<file path="src/rtl/regfile_pkg.sv">
// Shared register-file types and constants, used by both the write-side
// front end and the read side.
package regfile_pkg;

    localparam int DATA_W   = 32;
    localparam int ADDR_W   = 5;
    localparam int NUM_REGS = 2 ** ADDR_W;
    localparam logic [ADDR_W-1:0] ZERO_REG = '0;

    typedef struct packed {
        logic [ADDR_W-1:0] addr;
        logic [DATA_W-1:0] data;
    } wq_entry_t;

    function automatic logic [NUM_REGS-1:0] reg_onehot(input logic [ADDR_W-1:0] a);
        reg_onehot    = '0;
        reg_onehot[a] = 1'b1;
    endfunction

endpackage

</file>
<file path="src/rtl/regfile_writer_if.sv">
// Producer handshakes and the register-file write port of the write-side
// front end. The master is the producer/regfile side; the slave is regfile_writer.
interface regfile_writer_if;
    import regfile_pkg::*;

    logic              alu_valid;
    logic [ADDR_W-1:0] alu_rd;
    logic [DATA_W-1:0] alu_data;
    logic              alu_ready;

    logic              mem_valid;
    logic [ADDR_W-1:0] mem_rd;
    logic [DATA_W-1:0] mem_data;
    logic              mem_ready;

    logic              wr_hold;
    logic              wr_en;
    logic [ADDR_W-1:0] write_register;
    logic [DATA_W-1:0] write_data;

    modport master (
        output alu_valid, alu_rd, alu_data, mem_valid, mem_rd, mem_data, wr_hold,
        input  alu_ready, mem_ready, wr_en, write_register, write_data
    );

    modport slave (
        input  alu_valid, alu_rd, alu_data, mem_valid, mem_rd, mem_data, wr_hold,
        output alu_ready, mem_ready, wr_en, write_register, write_data
    );

endinterface

</file>
<file path="src/rtl/regfile_wq.sv">
// In-order write queue: up to two pushes (push0 is older) and one pop per cycle.
// Storage and valid bits are exposed so the top can run the forwarding lookup.
module regfile_wq
    import regfile_pkg::*;
#(
    parameter  int DEPTH = 4,
    localparam int IDX_W = $clog2(DEPTH),
    localparam int PTR_W = IDX_W + 1
) (
    input  logic                        clk,
    input  logic                        rst,
    input  logic                        push0,
    input  wq_entry_t                   push0_entry,
    input  logic                        push1,
    input  wq_entry_t                   push1_entry,
    input  logic                        pop,
    output wq_entry_t [DEPTH-1:0]       slots,
    output logic      [DEPTH-1:0]       slot_valid,
    output logic      [IDX_W-1:0]       head_idx,
    output logic      [PTR_W-1:0]       count,
    output logic                        empty
);

    logic [PTR_W-1:0] rd_ptr;
    logic [PTR_W-1:0] wr_ptr;
    logic [IDX_W-1:0] wr_idx;
    logic [IDX_W-1:0] wr_idx_next;
    logic [PTR_W-1:0] n_push;
    wq_entry_t        first_entry;

    assign count       = wr_ptr - rd_ptr;
    assign empty       = (count == '0);
    assign head_idx    = rd_ptr[IDX_W-1:0];
    assign wr_idx      = wr_ptr[IDX_W-1:0];
    assign wr_idx_next = wr_idx + IDX_W'(1);
    assign n_push      = PTR_W'(push0) + PTR_W'(push1);
    // A lone push1 still lands in the first free slot.
    assign first_entry = push0 ? push0_entry : push1_entry;

    always_ff @(posedge clk) begin
        if (rst) begin
            rd_ptr     <= '0;
            wr_ptr     <= '0;
            slot_valid <= '0;
        end else begin
            if (pop) begin
                slot_valid[head_idx] <= 1'b0;
                rd_ptr               <= rd_ptr + PTR_W'(1);
            end
            if (push0 || push1) begin
                slots[wr_idx]      <= first_entry;
                slot_valid[wr_idx] <= 1'b1;
            end
            if (push0 && push1) begin
                slots[wr_idx_next]      <= push1_entry;
                slot_valid[wr_idx_next] <= 1'b1;
            end
            wr_ptr <= wr_ptr + n_push;
        end
    end

endmodule

</file>
<file path="src/rtl/regfile_writer.sv">
// Write-side front end of the register file: accepts ALU and load results,
// queues them in order, drains one per cycle and forwards uncommitted values.
module regfile_writer
    import regfile_pkg::*;
#(
    parameter  int DEPTH = 4,
    localparam int IDX_W = $clog2(DEPTH),
    localparam int CNT_W = $clog2(DEPTH) + 1
) (
    input  logic                  clk,
    input  logic                  rst,
    regfile_writer_if.slave       bus,
    input  logic [ADDR_W-1:0]     fwd_addr,
    output logic                  fwd_hit,
    output logic [DATA_W-1:0]     fwd_data,
    output logic [NUM_REGS-1:0]   pend_mask,
    output logic [CNT_W-1:0]      count
);

    wq_entry_t [DEPTH-1:0] slots;
    logic      [DEPTH-1:0] slot_valid;
    logic      [IDX_W-1:0] head_idx;
    logic      [IDX_W-1:0] fwd_idx;
    logic      [CNT_W-1:0] free;
    logic                  empty;
    logic                  pop_en;
    logic                  mem_push;
    logic                  alu_push;

    // Room is judged on the pre-pop occupancy; the load path gets the last slot.
    assign free          = CNT_W'(DEPTH) - count;
    assign bus.mem_ready = !rst && (free != '0);
    assign bus.alu_ready = !rst && ((free > CNT_W'(1)) || ((free != '0) && !bus.mem_valid));

    // Writes to r0 complete the handshake but never occupy a slot.
    assign mem_push = bus.mem_valid && bus.mem_ready && (bus.mem_rd != ZERO_REG);
    assign alu_push = bus.alu_valid && bus.alu_ready && (bus.alu_rd != ZERO_REG);

    assign pop_en             = !rst && !empty && !bus.wr_hold;
    assign bus.wr_en          = pop_en;
    assign bus.write_register = empty ? '0 : slots[head_idx].addr;
    assign bus.write_data     = empty ? '0 : slots[head_idx].data;

    regfile_wq #(.DEPTH(DEPTH)) u_wq (
        .clk         (clk),
        .rst         (rst),
        .push0       (mem_push),
        .push0_entry ('{addr: bus.mem_rd, data: bus.mem_data}),
        .push1       (alu_push),
        .push1_entry ('{addr: bus.alu_rd, data: bus.alu_data}),
        .pop         (pop_en),
        .slots       (slots),
        .slot_valid  (slot_valid),
        .head_idx    (head_idx),
        .count       (count),
        .empty       (empty)
    );

    // Walk oldest to youngest from the head so the last match is the youngest.
    always_comb begin
        fwd_hit  = 1'b0;
        fwd_data = '0;
        fwd_idx  = '0;
        for (int k = 0; k < DEPTH; k++) begin
            fwd_idx = head_idx + IDX_W'(k);
            if (slot_valid[fwd_idx] && (slots[fwd_idx].addr == fwd_addr) && (fwd_addr != ZERO_REG)) begin
                fwd_hit  = 1'b1;
                fwd_data = slots[fwd_idx].data;
            end
        end
    end

    always_comb begin
        pend_mask = '0;
        for (int i = 0; i < DEPTH; i++) begin
            if (slot_valid[i]) begin
                pend_mask = pend_mask | reg_onehot(slots[i].addr);
            end
        end
        pend_mask[ZERO_REG] = 1'b0;
    end

endmodule

</file>
<file path="src/flat_wrapper.sv">
// flat-port wrapper written by rule: the top's interface ports become plain ports
module regfile_writer_flat import regfile_pkg::*;
#(
    parameter  int DEPTH = 4,
    localparam int IDX_W = $clog2(DEPTH),
    localparam int CNT_W = $clog2(DEPTH) + 1
)
  (clk, rst, fwd_addr, fwd_hit, fwd_data, pend_mask, count, bus_alu_valid, bus_alu_rd, bus_alu_data, bus_mem_valid, bus_mem_rd, bus_mem_data, bus_wr_hold, bus_alu_ready, bus_mem_ready, bus_wr_en, bus_write_register, bus_write_data);
  regfile_writer_if bus_i ();
  input  logic clk;
  input  logic rst;
  input  logic [ADDR_W-1:0] fwd_addr;
  output logic fwd_hit;
  output logic [DATA_W-1:0] fwd_data;
  output logic [NUM_REGS-1:0] pend_mask;
  output logic [CNT_W-1:0] count;
  input wire logic [$bits(bus_i.alu_valid)-1:0] bus_alu_valid;
  input wire logic [$bits(bus_i.alu_rd)-1:0] bus_alu_rd;
  input wire logic [$bits(bus_i.alu_data)-1:0] bus_alu_data;
  input wire logic [$bits(bus_i.mem_valid)-1:0] bus_mem_valid;
  input wire logic [$bits(bus_i.mem_rd)-1:0] bus_mem_rd;
  input wire logic [$bits(bus_i.mem_data)-1:0] bus_mem_data;
  input wire logic [$bits(bus_i.wr_hold)-1:0] bus_wr_hold;
  output wire logic [$bits(bus_i.alu_ready)-1:0] bus_alu_ready;
  output wire logic [$bits(bus_i.mem_ready)-1:0] bus_mem_ready;
  output wire logic [$bits(bus_i.wr_en)-1:0] bus_wr_en;
  output wire logic [$bits(bus_i.write_register)-1:0] bus_write_register;
  output wire logic [$bits(bus_i.write_data)-1:0] bus_write_data;
  assign bus_i.alu_valid = bus_alu_valid;
  assign bus_i.alu_rd = bus_alu_rd;
  assign bus_i.alu_data = bus_alu_data;
  assign bus_i.mem_valid = bus_mem_valid;
  assign bus_i.mem_rd = bus_mem_rd;
  assign bus_i.mem_data = bus_mem_data;
  assign bus_i.wr_hold = bus_wr_hold;
  assign bus_alu_ready = bus_i.alu_ready;
  assign bus_mem_ready = bus_i.mem_ready;
  assign bus_wr_en = bus_i.wr_en;
  assign bus_write_register = bus_i.write_register;
  assign bus_write_data = bus_i.write_data;
  regfile_writer #(.DEPTH(DEPTH)) u_core (.clk(clk), .rst(rst), .bus(bus_i), .fwd_addr(fwd_addr), .fwd_hit(fwd_hit), .fwd_data(fwd_data), .pend_mask(pend_mask), .count(count));
endmodule
</file>
<file path="config.mk">
export PLATFORM = sky130hd
export DESIGN_NAME = regfile_writer_flat
export DESIGN_NICKNAME = d
export VERILOG_FILES = /design/src/rtl/regfile_pkg.sv /design/src/rtl/regfile_writer_if.sv /design/src/rtl/regfile_wq.sv /design/src/rtl/regfile_writer.sv /design/src/flat_wrapper.sv
export SDC_FILE = /design/constraint.sdc
export NUM_CORES = 1
export LEC_CHECK = 0
export CORE_MARGIN = 4
export CORE_UTILIZATION = 30
export DETAILED_ROUTE_END_ITERATION = 16
export PLACE_DENSITY = 0.59
export SETUP_SLACK_MARGIN = 0.15
export SLEW_MARGIN = 20
export SYNTH_ARGS = -nofsm -noshare
export SYNTH_HDL_FRONTEND = slang
export SYNTH_SLANG_ARGS = --single-unit
export TNS_END_PERCENT = 20
</file>
<file path="constraint.sdc">
create_clock -name clk -period 6.7 [get_ports clk]
set_clock_uncertainty 0.2 [all_clocks]
set_input_delay 1.34 -clock clk [delete_from_list [all_inputs] [get_ports clk]]
set_output_delay 1.34 -clock clk [all_outputs]
set_load 0.01 [all_outputs]
</file>
==> summary.txt <==
Run status
  • Outcome: complete, no violations

Detailed routing
  • Via density: 6.63
  • DR iter-0 viols: 1,801
  • Post-DRT Antenna Nets: 0
  • Detailed-route wire length per cell: 29.1 um
  • DR pass1 iterations: 7
  • Via count: 12.9k
  • DRC violations left: 0
  • Routed WL: 56.8 mm

Clock tree
  • Clk_lat worst skew: 440 ps
  • H-tree Lvls: 4
  • Clock Path Buffers: 2
  • Resized cells post-CTS: 0
  • Setup Buffers After CTS: 0
  • Hold-fix buffers, CTS: 0
  • CTS tree: done
  • TritonCTS Sinks: 158
  • CTS root buffer: clkbuf_16
  • Num CTS Buffers: 17
  • Clk pin slew, worst setup/hold paths: 70 ps

Critical path
  • Max FO, Critical Path: 32
  • Required @ worst endpoint: 5160 ps
  • RR Startpoint: u_core.u_wq.rd_ptr[1]
  • Startpoint types: register
  • Critical Path Sink Type: output pin
  • Critical path launch point: u_core.u_wq.rd_ptr[1]
  • Setup CP Type: register to output pin
  • Worst Path Arrival: 4640 ps
  • R2R depth: 10

Timing
  • Setup_tns: 0 ps
  • Final setup viols: 0
  • Tmin final: 6180 ps
  • RSZ-0062 raised after global routing: false
  • Slew @ Worst Pin: 1140 ps
  • Final setup margin: 519 ps
  • Rel. slew slack: 23.5%
  • Fmax: 162 MHz
  • Max Slew Vio Count: 0
  • Tcrit/Tclk final: 92.2%
  • Final hold violation count: 0

Synth
  • Top FF cell, synth: edfxtp_1
  • Syn Inst Count: 1,224
  • Distinct cells, synth: 59
  • EDFF count, synth: 148
  • Cell area after synthesis: 0.0143 mm^2
  • Yosys warnings: 0
  • Post-synth net total: 1,320
  • Mean Syn Cell Area: 11.7 um^2
  • #FFs+latches synth: 158
  • Ys async rst share: 0%
  • Seq/Total Area, Yosys: 32.5%

Min path
  • Hold Path Class: register to register
  • Hold Path Origin: u_core.u_wq.wr_ptr[2]
  • Hold depth: 2

Global route
  • Initial antenna violation count: 4
  • Total gr overflow: 0
  • Largest net degree at the start of global routing: 89
  • Vias in the first global route: 12.6k
  • First-pass GRT wire length: 83.6 mm
  • Gr usage total: 21.5%

Pwr
  • P_sw: 3.14 mW
  • Switching share of total power: 41.5%
  • Reg power frac: 24.6%
  • Power Internal: 4.43 mW
  • Clock share of power: 14.4%
  • Static leakage: 5.29 nW
  • Comb pwr share: 61.0%
  • VDD IR max: 0.243 mV
  • Power Dens Cells: 436 mW/mm^2
  • Total power: 7.57 mW

Die
  • Ports: 192
  • Initial Utilization: 30.5%
  • Core Region: 0.0469 mm^2
  • Die width: 226 um
  • Die H: 226 um
  • Area of the die: 0.0512 mm^2
  • # rows: 79

Final layout
  • Fraction of layout cells with a size suffix above 1: 20.4%
  • Final #Nets: 1,421
  • Commonest non-fill, non-tap cell in the layout: clkdlybuf4s50_1
  • P&R area growth vs syn: 21.5%
  • Final instance count without filler cells: 1,949
  • Area of the multi-input gates: 0.00893 mm^2
  • Register area: 0.00465 mm^2
  • Most frequent cells in the layout: clkdlybuf4s50_1 (190), a22oi_1 (160), edfxtp_1 (148), mux4_2 (144), o2bb2ai_1 (144)
  • Fillers: 4,549

Place
  • Hpwl dp: 35.5 mm
  • Place WS: 547 ps
  • Number of placed cells counting well taps: 1,913
  • IO buf count: 190
  • GP Congestion: 0.898

Run
  • Max_cap viols: 0
[layer usage]
layer | vias up | track usage [%] | part of all wire, %
li1 | 5371 | - | -
met1 | 6583 | 30.2 | 41
met2 | 856 | 34.1 | 47
met3 | 112 | 3.75 | 9.3
met4 | 0 | 6.50 | 2.7
met5 | - | 0 | 0
[stage by stage]
| stage | hold WS, ps | cell area (um^2) | util [%] |
|---|---|---|---|
| after floorplan | 296 | 14300 | - |
| after global placement | 317 | 16700 | 35.7 |
| after detailed placement | 329 | 16700 | 35.7 |
| after CTS | 348 | 17400 | 37.0 |
| after global routing | 417 | 17400 | 37.1 |
| final | 339 | 17400 | 37.1 |
[final timing paths]
check,end,slack (ps)
max,fwd_data[15],520
min,u_core.u_wq.wr_ptr[2],340
max reg2reg,u_core.u_wq.slots[1],1110
min reg2reg,u_core.u_wq.wr_ptr[2],340
[power by group through the flow]
stage | clock network (mW) | logic [mW] | registers [mW]
floorplan | 0 | 3.22 | 1.64
global placement | 0 | 4.57 | 1.83
detailed placement | 0 | 4.62 | 1.86
CTS | 1.10 | 4.65 | 1.84
global route | 1.14 | 4.96 | 1.89
finish | 1.09 | 4.62 | 1.86
[flip-flops by register name (all words and copies together) (netlist names)]
name / cells
u_core.u_wq.wr_ptr: 3
u_core.u_wq.slots: 148
u_core.u_wq.rd_ptr: 3
u_core.u_wq.slot_valid: 4
[logic make-up (layout without fill, tap and decap cells)]
group	Yosys count	in the layout	synth area share [%]
multiplexers	180	180	25.2
adder cells (fa/ha/maj)	12	12	1.10
AND/OR/NAND/NOR	235	235	9.04
XOR/XNOR	34	34	2.08
AO/OA/AOI/OAI	425	425	24.3
flip-flops	158	158	32.5
other	1	5	0.0262
buffers and inverters	179	293	5.75
[cell type report]
cell class	instances	share of cell area [%]
antenna	4	0.0576
clock buffer	17	2.45
clock inverter	15	1.22
inverter	30	0.677
multi-input combinational	887	51.4
sequential	158	26.8
tap	607	4.37
timing repair buffer	231	13.0
[worst max-delay path: stages (launching register included)]
cell and delay [ps]:
dfxtp_4 720, inv_1 200, ha_4 530, mux4_2 560
xnor2_1 220, nand4_1 160, a21oi_2 340, buf_4 360
a211oi_1 140, a221oi_2 350, clkdlybuf4s50_1 590
[cell usage after synthesis (4+ instances only)]
library cell,count,area [um^2]
a22oi_1,160,1200
edfxtp_1,148,4440
mux4_2,144,3240
o2bb2ai_1,144,1260
clkbuf_1,66,248
buf_2,60,300
nand2_1,54,203
nor2b_1,40,250
mux2i_1,36,360
nand3_1,30,150
inv_1,29,109
nor2_1,29,109
o221ai_1,23,201
nor3_1,22,110
o211ai_1,22,165
xnor2_1,20,175
xor2_1,14,123
a211oi_1,13,97.6
buf_4,12,90.1
a221oi_2,11,165
ha_1,11,138
nand3b_1,11,82.6
dfxtp_1,10,200
nand3_2,10,100
a21oi_1,9,45.0
nor3b_1,8,60.1
a221o_1,7,70.1
buf_1,7,26.3
o22ai_1,7,43.8
and2_1,5,31.3
and3_1,5,31.3
o21ai_0,5,25.0
a31oi_1,4,25.0
and3b_1,4,35.0
buf_6,4,45.0
nand4_1,4,25.0
o21ai_2,4,35.0
Power figures use the tool's default switching activity.
